$ cat config.mk
export PLATFORM = sky130hd
export DESIGN_NAME = clk_en_ctrl
export DESIGN_NICKNAME = d
export VERILOG_FILES = /design/src/rtl/clk_en_ctrl.sv
export SDC_FILE = /design/constraint.sdc
export NUM_CORES = 1
export LEC_CHECK = 0
export CORE_UTILIZATION = 58
export DETAILED_ROUTE_END_ITERATION = 10
export GPL_ROUTABILITY_DRIVEN = 0
export PLACE_DENSITY = 0.87
export SLEW_MARGIN = 20
export SYNTH_ARGS = -nofsm -noshare
export SYNTH_HDL_FRONTEND = slang
export SYNTH_SLANG_ARGS = --single-unit
export TNS_END_PERCENT = 5
$ cat constraint.sdc
create_clock -name clk -period 3.65 [get_ports clk]
set_input_delay 0.5475 -clock clk [delete_from_list [all_inputs] [get_ports clk]]
set_output_delay 0.5475 -clock clk [all_outputs]
set_load 0.02 [all_outputs]
$ cat src/rtl/clk_en_ctrl.sv
// clk_en_ctrl
//   Runtime-programmable generator for the core clock-enable. It produces a
//   periodic enable that is high for the first HIGH phases of every period of
//   DIV+1 clk cycles. New DIV/HIGH values only take effect on a period boundary.
//   A debug halt/single-step handshake can freeze the enable between periods.
//
// Ports
//   clk           reference clock; the whole core runs on it
//   rst_n         asynchronous active-low reset
//   cfg_valid     a new DIV/HIGH pair is offered
//   cfg_ready     controller can accept a configuration this cycle
//   cfg_div       requested DIV   (period = DIV+1 cycles)
//   cfg_high      requested HIGH  (leading enabled phases per period)
//   halt_req      level; halt at the end of the current period
//   halt_ack      high while halted
//   step_req      pulse; run exactly one period while halted
//   clk_en        core clock enable
//   period_start  one-cycle pulse in phase 0 of each executed period
//   running       high while periods are being executed
//
// All outputs are registered and describe the phase of the cycle in which
// they are observed.

module clk_en_ctrl #(
  parameter int CNT_W        = 16,
  parameter int DEFAULT_DIV  = 4,
  parameter int DEFAULT_HIGH = 2
) (
  input  logic             clk,
  input  logic             rst_n,
  input  logic             cfg_valid,
  output logic             cfg_ready,
  input  logic [CNT_W-1:0] cfg_div,
  input  logic [CNT_W-1:0] cfg_high,
  input  logic             halt_req,
  output logic             halt_ack,
  input  logic             step_req,
  output logic             clk_en,
  output logic             period_start,
  output logic             running
);

  typedef enum logic [1:0] {
    ST_RUN    = 2'd0,
    ST_HALTED = 2'd1,
    ST_STEP   = 2'd2
  } state_t;

  localparam logic [CNT_W-1:0] DIV_RST  = CNT_W'(DEFAULT_DIV);
  localparam logic [CNT_W-1:0] HIGH_RST = CNT_W'(DEFAULT_HIGH);
  localparam logic [CNT_W-1:0] ONE      = CNT_W'(1);

  // Registers describing the cycle currently being observed.
  state_t           state_q,     state_d;
  logic [CNT_W-1:0] phase_q,     phase_d;
  logic [CNT_W-1:0] div_q,       div_d;
  logic [CNT_W-1:0] high_q,      high_d;
  logic             stg_valid_q, stg_valid_d;
  logic [CNT_W-1:0] stg_div_q,   stg_div_d;
  logic [CNT_W-1:0] stg_high_q,  stg_high_d;
  // active_q is low only while in reset and until the first edge after it;
  // that edge behaves like a period boundary so the next cycle is phase 0.
  logic             active_q;

  // Registered outputs, computed from the next-cycle state.
  logic clk_en_d, period_start_d, running_d, halt_ack_d, cfg_ready_d;

  logic accept;
  logic boundary;

  assign accept   = cfg_valid && cfg_ready;
  assign boundary = !active_q || (state_q != ST_HALTED && phase_q == div_q);

  always_comb begin
    state_d     = state_q;
    phase_d     = phase_q;
    div_d       = div_q;
    high_d      = high_q;
    stg_valid_d = stg_valid_q;
    stg_div_d   = stg_div_q;
    stg_high_d  = stg_high_q;

    if (active_q && state_q == ST_HALTED) begin
      // Nothing is executing, so a new config can be applied immediately.
      phase_d = '0;
      if (accept) begin
        div_d  = cfg_div;
        high_d = cfg_high;
      end
      // Releasing the halt has priority over a step request in the same cycle.
      if (!halt_req) begin
        state_d = ST_RUN;
      end else if (step_req) begin
        state_d = ST_STEP;
      end
    end else if (boundary) begin
      // Last phase of a period: a config offered right now goes straight into
      // the next period; otherwise any staged config is committed here.
      phase_d = '0;
      if (accept) begin
        div_d  = cfg_div;
        high_d = cfg_high;
      end else if (stg_valid_q) begin
        div_d  = stg_div_q;
        high_d = stg_high_q;
      end
      stg_valid_d = 1'b0;
      state_d     = (active_q && halt_req) ? ST_HALTED : ST_RUN;
    end else begin
      phase_d = phase_q + ONE;
      if (accept) begin
        stg_valid_d = 1'b1;
        stg_div_d   = cfg_div;
        stg_high_d  = cfg_high;
      end
    end

    running_d      = (state_d != ST_HALTED);
    halt_ack_d     = (state_d == ST_HALTED);
    clk_en_d       = running_d && (phase_d < high_d);
    period_start_d = running_d && (phase_d == '0);
    cfg_ready_d    = !stg_valid_d;
  end

  always_ff @(posedge clk or negedge rst_n) begin
    if (!rst_n) begin
      state_q      <= ST_RUN;
      phase_q      <= '0;
      div_q        <= DIV_RST;
      high_q       <= HIGH_RST;
      stg_valid_q  <= 1'b0;
      stg_div_q    <= '0;
      stg_high_q   <= '0;
      active_q     <= 1'b0;
      clk_en       <= 1'b0;
      period_start <= 1'b0;
      running      <= 1'b0;
      halt_ack     <= 1'b0;
      cfg_ready    <= 1'b1;
    end else begin
      state_q      <= state_d;
      phase_q      <= phase_d;
      div_q        <= div_d;
      high_q       <= high_d;
      stg_valid_q  <= stg_valid_d;
      stg_div_q    <= stg_div_d;
      stg_high_q   <= stg_high_d;
      active_q     <= 1'b1;
      clk_en       <= clk_en_d;
      period_start <= period_start_d;
      running      <= running_d;
      halt_ack     <= halt_ack_d;
      cfg_ready    <= cfg_ready_d;
    end
  end

endmodule

* Word level (Yosys, flattened, before mapping)
Index checks and enable logic that the tools add are counted.
Widths: inputs -> output; s select.
** Storage, ports and cells
- Register bits :: 89
- Latch bits :: 0
- Bits in writable memories :: 0
- Memory bits (read-only) :: 0
- Bits of input ports :: 37
- Word-level logic and storage cells :: 57
- Memories kept :: 0
** Cells by class
- $add $sub $neg :: 1
- Multipliers :: 0
- Divide/modulo/power cells :: 0
- Magnitude comparators :: 1
- Eq/ne operators :: 7
- Shifts and indexed selects :: 0
- Muxes and demuxes :: 20
- Bitwise gates (word level) :: 2
- Reduce and logical (&&, ||, !) cells :: 13
** Operators by type and width (number)
- $mux 16 :: 12
- $add 16x1->16 const B :: 1
- $eq 16x16->1 :: 1
- $logic_not 16->1 :: 1
- $lt 16x16->1 :: 1
- $mux 2 :: 4
- $logic_and 1x1->1 :: 6
- $reduce_and 3->1 :: 2
- $eq 2x1->1 const B :: 2
- $mux 1 :: 4
- $ne 2x1->1 const B :: 2
- $ne 3x3->1 const B :: 1
- $logic_not 1->1 :: 2
- $ne 2x2->1 const B :: 1
- $not 1->1 :: 2
- $reduce_bool 2->1 :: 1
- $logic_or 1x1->1 :: 1

* Logic depth before layout (Yosys ltp)
- Word-level depth :: 7
- Depth in mapped cells :: 16
- Gate-level depth less buffers :: 13

* Worst setup path before layout
No wires, ideal clock.
- Path type :: reg-to-reg
- From :: reg phase_q[14]
- To :: reg clk_en
- Data arrival time :: 3.071 ns
- Data required time :: 3.587 ns
- Path slack :: 0.516 ns
- Stages on the path, launching flop included :: 17
- Buffers on the path :: 3
- Period minus slack after synthesis :: 3.134 ns
- Cell sequence :: dfrtp_1 > buf_2 > xnor2_1 > nand3_1 > nor3_2 > nand2_2 > a32o_1 > buf_6 > buf_6 > a221oi_1 > ha_1 > and3_1 > nand4_1 > a21oi_1 > nor4_1 > o211ai_1 > o21ba_2
** Between the ends
- Word-level cells in the longest chain between the ends :: 7
** RTL lines
- from (decl) :: line 55 : logic [CNT_W-1:0] phase_q, phase_d;
- from (signal assigned) :: line 142 : phase_q <= phase_d;
- parallel branches: the longest is 6 deep, another holds $add 16x1->16
- $logic_and 1x1->1 * :: line 120 : clk_en_d = running_d && (phase_d < high_d);
- named net clk_en_d :: line 66 : logic clk_en_d, period_start_d, running_d, halt_ack_d, cfg_ready_d;
- to (signal assigned) :: line 149 : clk_en <= clk_en_d;
- to (decl) :: line 38 : output logic clk_en,
Mark *: on every way through the listed nets, which the timed path passes.
A chain may end at the register's enable or synchronous reset.

* Final worst setup path
- From :: reg div_q[2]
- To :: reg clk_en
** Between the ends
- Word-level cells in the longest chain between the ends :: 7
** RTL lines
- from (decl) :: line 56 : logic [CNT_W-1:0] div_q, div_d;
- from (signal assigned) :: line 143 : div_q <= div_d;
- $eq 16x16->1 * :: line 72 : assign boundary = !active_q || (state_q != ST_HALTED && phase_q == div_q);
- $logic_and 1x1->1 * :: line 72
- $logic_or 1x1->1 * :: line 72
- $mux 16 / $mux 2 (equally long branches) :: line 96 : end else if (boundary) begin
- $mux 16 / $mux 2 (equally long branches) :: line 83 : if (active_q && state_q == ST_HALTED) begin
- $lt 16x16->1 / $ne 2x1->1 (equally long branches) :: line 120, 118
- $logic_and 1x1->1 * :: line 120
- named net clk_en_d :: line 66
Mark *: on every way through the listed nets, which the timed path passes. The rest lies on a longest branch.

==> results.yml <==
floorplan:
  ios: 42
  core-area_um2: 7850
  die_area_um2: 8620
  die_width_um: 92.8
  rows: 32
  initial_core_util_pct: 61.0
  die_h_um: 92.8
critical_path:
  arrival_ns: 3.75
  critical_path_class: "reg2reg"
  cp_max_fo: 30
  critPathCaptureType: "flip-flop"
  critPathRequiredTime_ns: 3.90
  start_kind: "flip-flop"
clock_tree:
  clkTransAtPathRegs_ns: 0.09
  root_buffer: "clkbuf_8"
  cts_hold_buf: 0
  cts_setup_buffers: 0
  clockBufferDepth: 2
  tritoncts: "built"
  clock_latency_ns: 0.36
  numClockSinks: 89
  htreeDepth: 3
  numCtsBuffers: 9
  postCtsResizedCells: 0
drt:
  drtIter0Drc: 351
  wl_per_cell_um: 19.1
  vias: 3611
  drc_errors: 0
  via_per_inst: 6.40
  antenna_left: 0
  drt_pass1_iterations: 5
  drt_wl_total_um: 10800
finish:
  final_cell_mix: "dfrtp_1 (84), clkdlybuf4s50_1 (40), nor2_1 (36)"
  multiInputGateArea_um2: 2410
  fill_cells: 548
  seq_area_um2: 2230
  drive_above_1_share_pct: 18.4
  syn_to_final_growth_pct: 15.5
  fin_cells: 564
  postLayoutCellArea_um2: 5530
  diodes: 0
  nets: 510
  layout_commonest_cell: "dfrtp_1"
logic_synthesis:
  async_flop_share_pct: 100
  avgSynthCellArea_um2: 11.4
  ys_seq_area_share_pct: 46.6
  synth_cell_type_count: 57
  ys_ff_latch: 89
  synth_area_um2: 4780
  yosysWarnings: 0
  synth-main-ff-cell: "dfrtp_1"
  synthCells: 419
  synth_nets: 472
  synth_edf_count: 0
global_route:
  grt_max_degree: 90
  met2_usage_pct: 44.4
  grt_usage_pct: 27.2
  grt_pass1_wl_um: 17900
  antenna_found_initial: 0
  grt_overflow: 0
  use_met3_pct: 5.25
  top_usage_layer: "met2"
  grt_pass1_vias: 3656
  met1_usage_pct: 35.0
sta:
  slew_headroom_pct: 38.1
  period_needed_ns: 3.49
  clock_skew_ns: 0.0104
  hold_viol_final: 0
  max_freq_mhz: 286
  finalSetupViolCount: 0
  rsz0062_at_grt: "false"
  finalCritPeriodShare_pct: 95.7
  finalSetupTns_ns: 0
  maxSlewViolCount: 0
  worstMarginPinSlew_ns: 0.928
placement:
  postPlaceCellArea_um2: 5280
  portBuffers: 41
  dp_cells: 548
  place_hpwl_um: 7360
power:
  powerDensity_nw_per_um2: 495
  ir_drop_uv: 316
  total_power_mw: 2.73
  p_leak_nw: 2.33
run:
  max_cap_violations: 0
status:
  status: "finished, final reports clean"
worst_hold_path:
  hp-class: "in2async"
-- Yosys cell counts, types with 3 or more instances --
master | number | area, µm²
a211oi_1 | 5 | 37.5
buf_2 | 6 | 30.0
xor2_1 | 7 | 61.3
o2bb2ai_1 | 15 | 131
nand2_1 | 29 | 109
ha_1 | 16 | 200
or3_1 | 3 | 18.8
mux2_1 | 9 | 101
and2_1 | 4 | 25.0
dfstp_2 | 3 | 78.8
nor2_1 | 36 | 135
a21o_1 | 3 | 22.5
mux2_4 | 10 | 150
xnor2_1 | 26 | 228
nor4_1 | 4 | 25.0
o21ai_0 | 4 | 20.0
a221o_1 | 15 | 150
a31oi_1 | 3 | 18.8
dfrtp_1 | 86 | 2150
nand4_1 | 7 | 43.8
mux2_2 | 31 | 349
a21oi_1 | 7 | 35.0
a221oi_1 | 14 | 123
buf_6 | 7 | 78.8
nor2b_1 | 4 | 25.0
nand3_1 | 6 | 30.0
clkbuf_1 | 14 | 52.6
and3_1 | 8 | 50.1
-- per-layer routing --
metal,part of all wire (%),wire (µm),up-vias
met5,0,0,-
met4,3.1,336,0
met3,6.1,662,41
met2,48,5150,151
met1,43,4630,1782
li1,-,-,1637
-- critical path, cell delays in order (launching register included) --
cell and delay [ns]:
dfstp_2 0.55, xnor2_1 0.12, nand4_1 0.17, nor3_4 0.30, nand2_2 0.13, a211oi_2 0.32
buf_12 0.22, a221oi_1 0.11, ha_1 0.30, and3_1 0.18, nand4_1 0.19, nor4_2 0.39
o221ai_1 0.19, o21ba_2 0.22
-- report_power, final --
part	internal, mW	total (mW)	leakage [nW]	switching [mW]
logic	0.368	0.643	1.13	0.275
clock network	0.407	0.761	0.107	0.354
registers	1.18	1.33	1.09	0.147
total	1.96	2.73	2.33	0.777
-- sequential cells by signal, indices dropped and copies added, names as in the netlist --
name / flops
active_q: 1
cfg_ready: 1
clk_en: 1
div_q: 16
halt_ack: 1
high_q: 16
period_start: 1
phase_q: 16
running: 1
state_q: 2
stg_div_q: 16
stg_high_q: 16
stg_valid_q: 1
-- final timing paths --
| path | from | endpoint | slack [ns] | cells after the start |
|---|---|---|---|---|
| min in group clk | stg_div_q[1] | stg_div_q[1] | 0.49 | 1 |
| max in group asynchronous | rst_n | phase_q[10] | 2.84 | 1 |
| setup reg to reg | div_q[2] | clk_en | 0.16 | 13 |
| setup / recovery | div_q[2] | clk_en | 0.16 | 13 |
| hold reg to reg | stg_div_q[1] | stg_div_q[1] | 0.49 | 1 |
| hold / removal | rst_n | stg_div_q[5] | 0.23 | 1 |
-- per-stage QoR --
step | setup slack [ns] | util, % | hold slack [ns]
6_report | 0.155 | 70.4 | 0.230
5_1_grt | 0.0210 | 70.4 | 0.302
4_1_cts | 0.0802 | 70.0 | 0.426
3_5_place_dp | 0.0864 | 67.2 | 0.476
3_3_place_gp | 0.262 | 67.2 | 0.465
2_1_floorplan | 0.516 | - | 0.252
-- kinds of logic (layout without fill, tap and decap cells) --
kind of cell,Yosys count,in the layout,share of synthesized area [%]
adders and majority gates,16,16,4.18
and+or+nand+nor,111,111,11.2
AOI/OAI and AO/OA,88,88,15.4
buffers and inverters,29,72,3.53
other,1,1,0.0784
muxes,52,52,13.0
DFF,89,89,46.6
xor gates and xnor gates,33,33,6.04
-- cell type report --
class,count,area share [%]
clock buffer,12,2.63
clock inverter,4,1.38
inverter,2,0.136
multi-input combinational,301,43.7
sequential,89,40.4
tap,102,2.31
timing repair buffer,54,9.44
(Power assumes the default switching activity.)
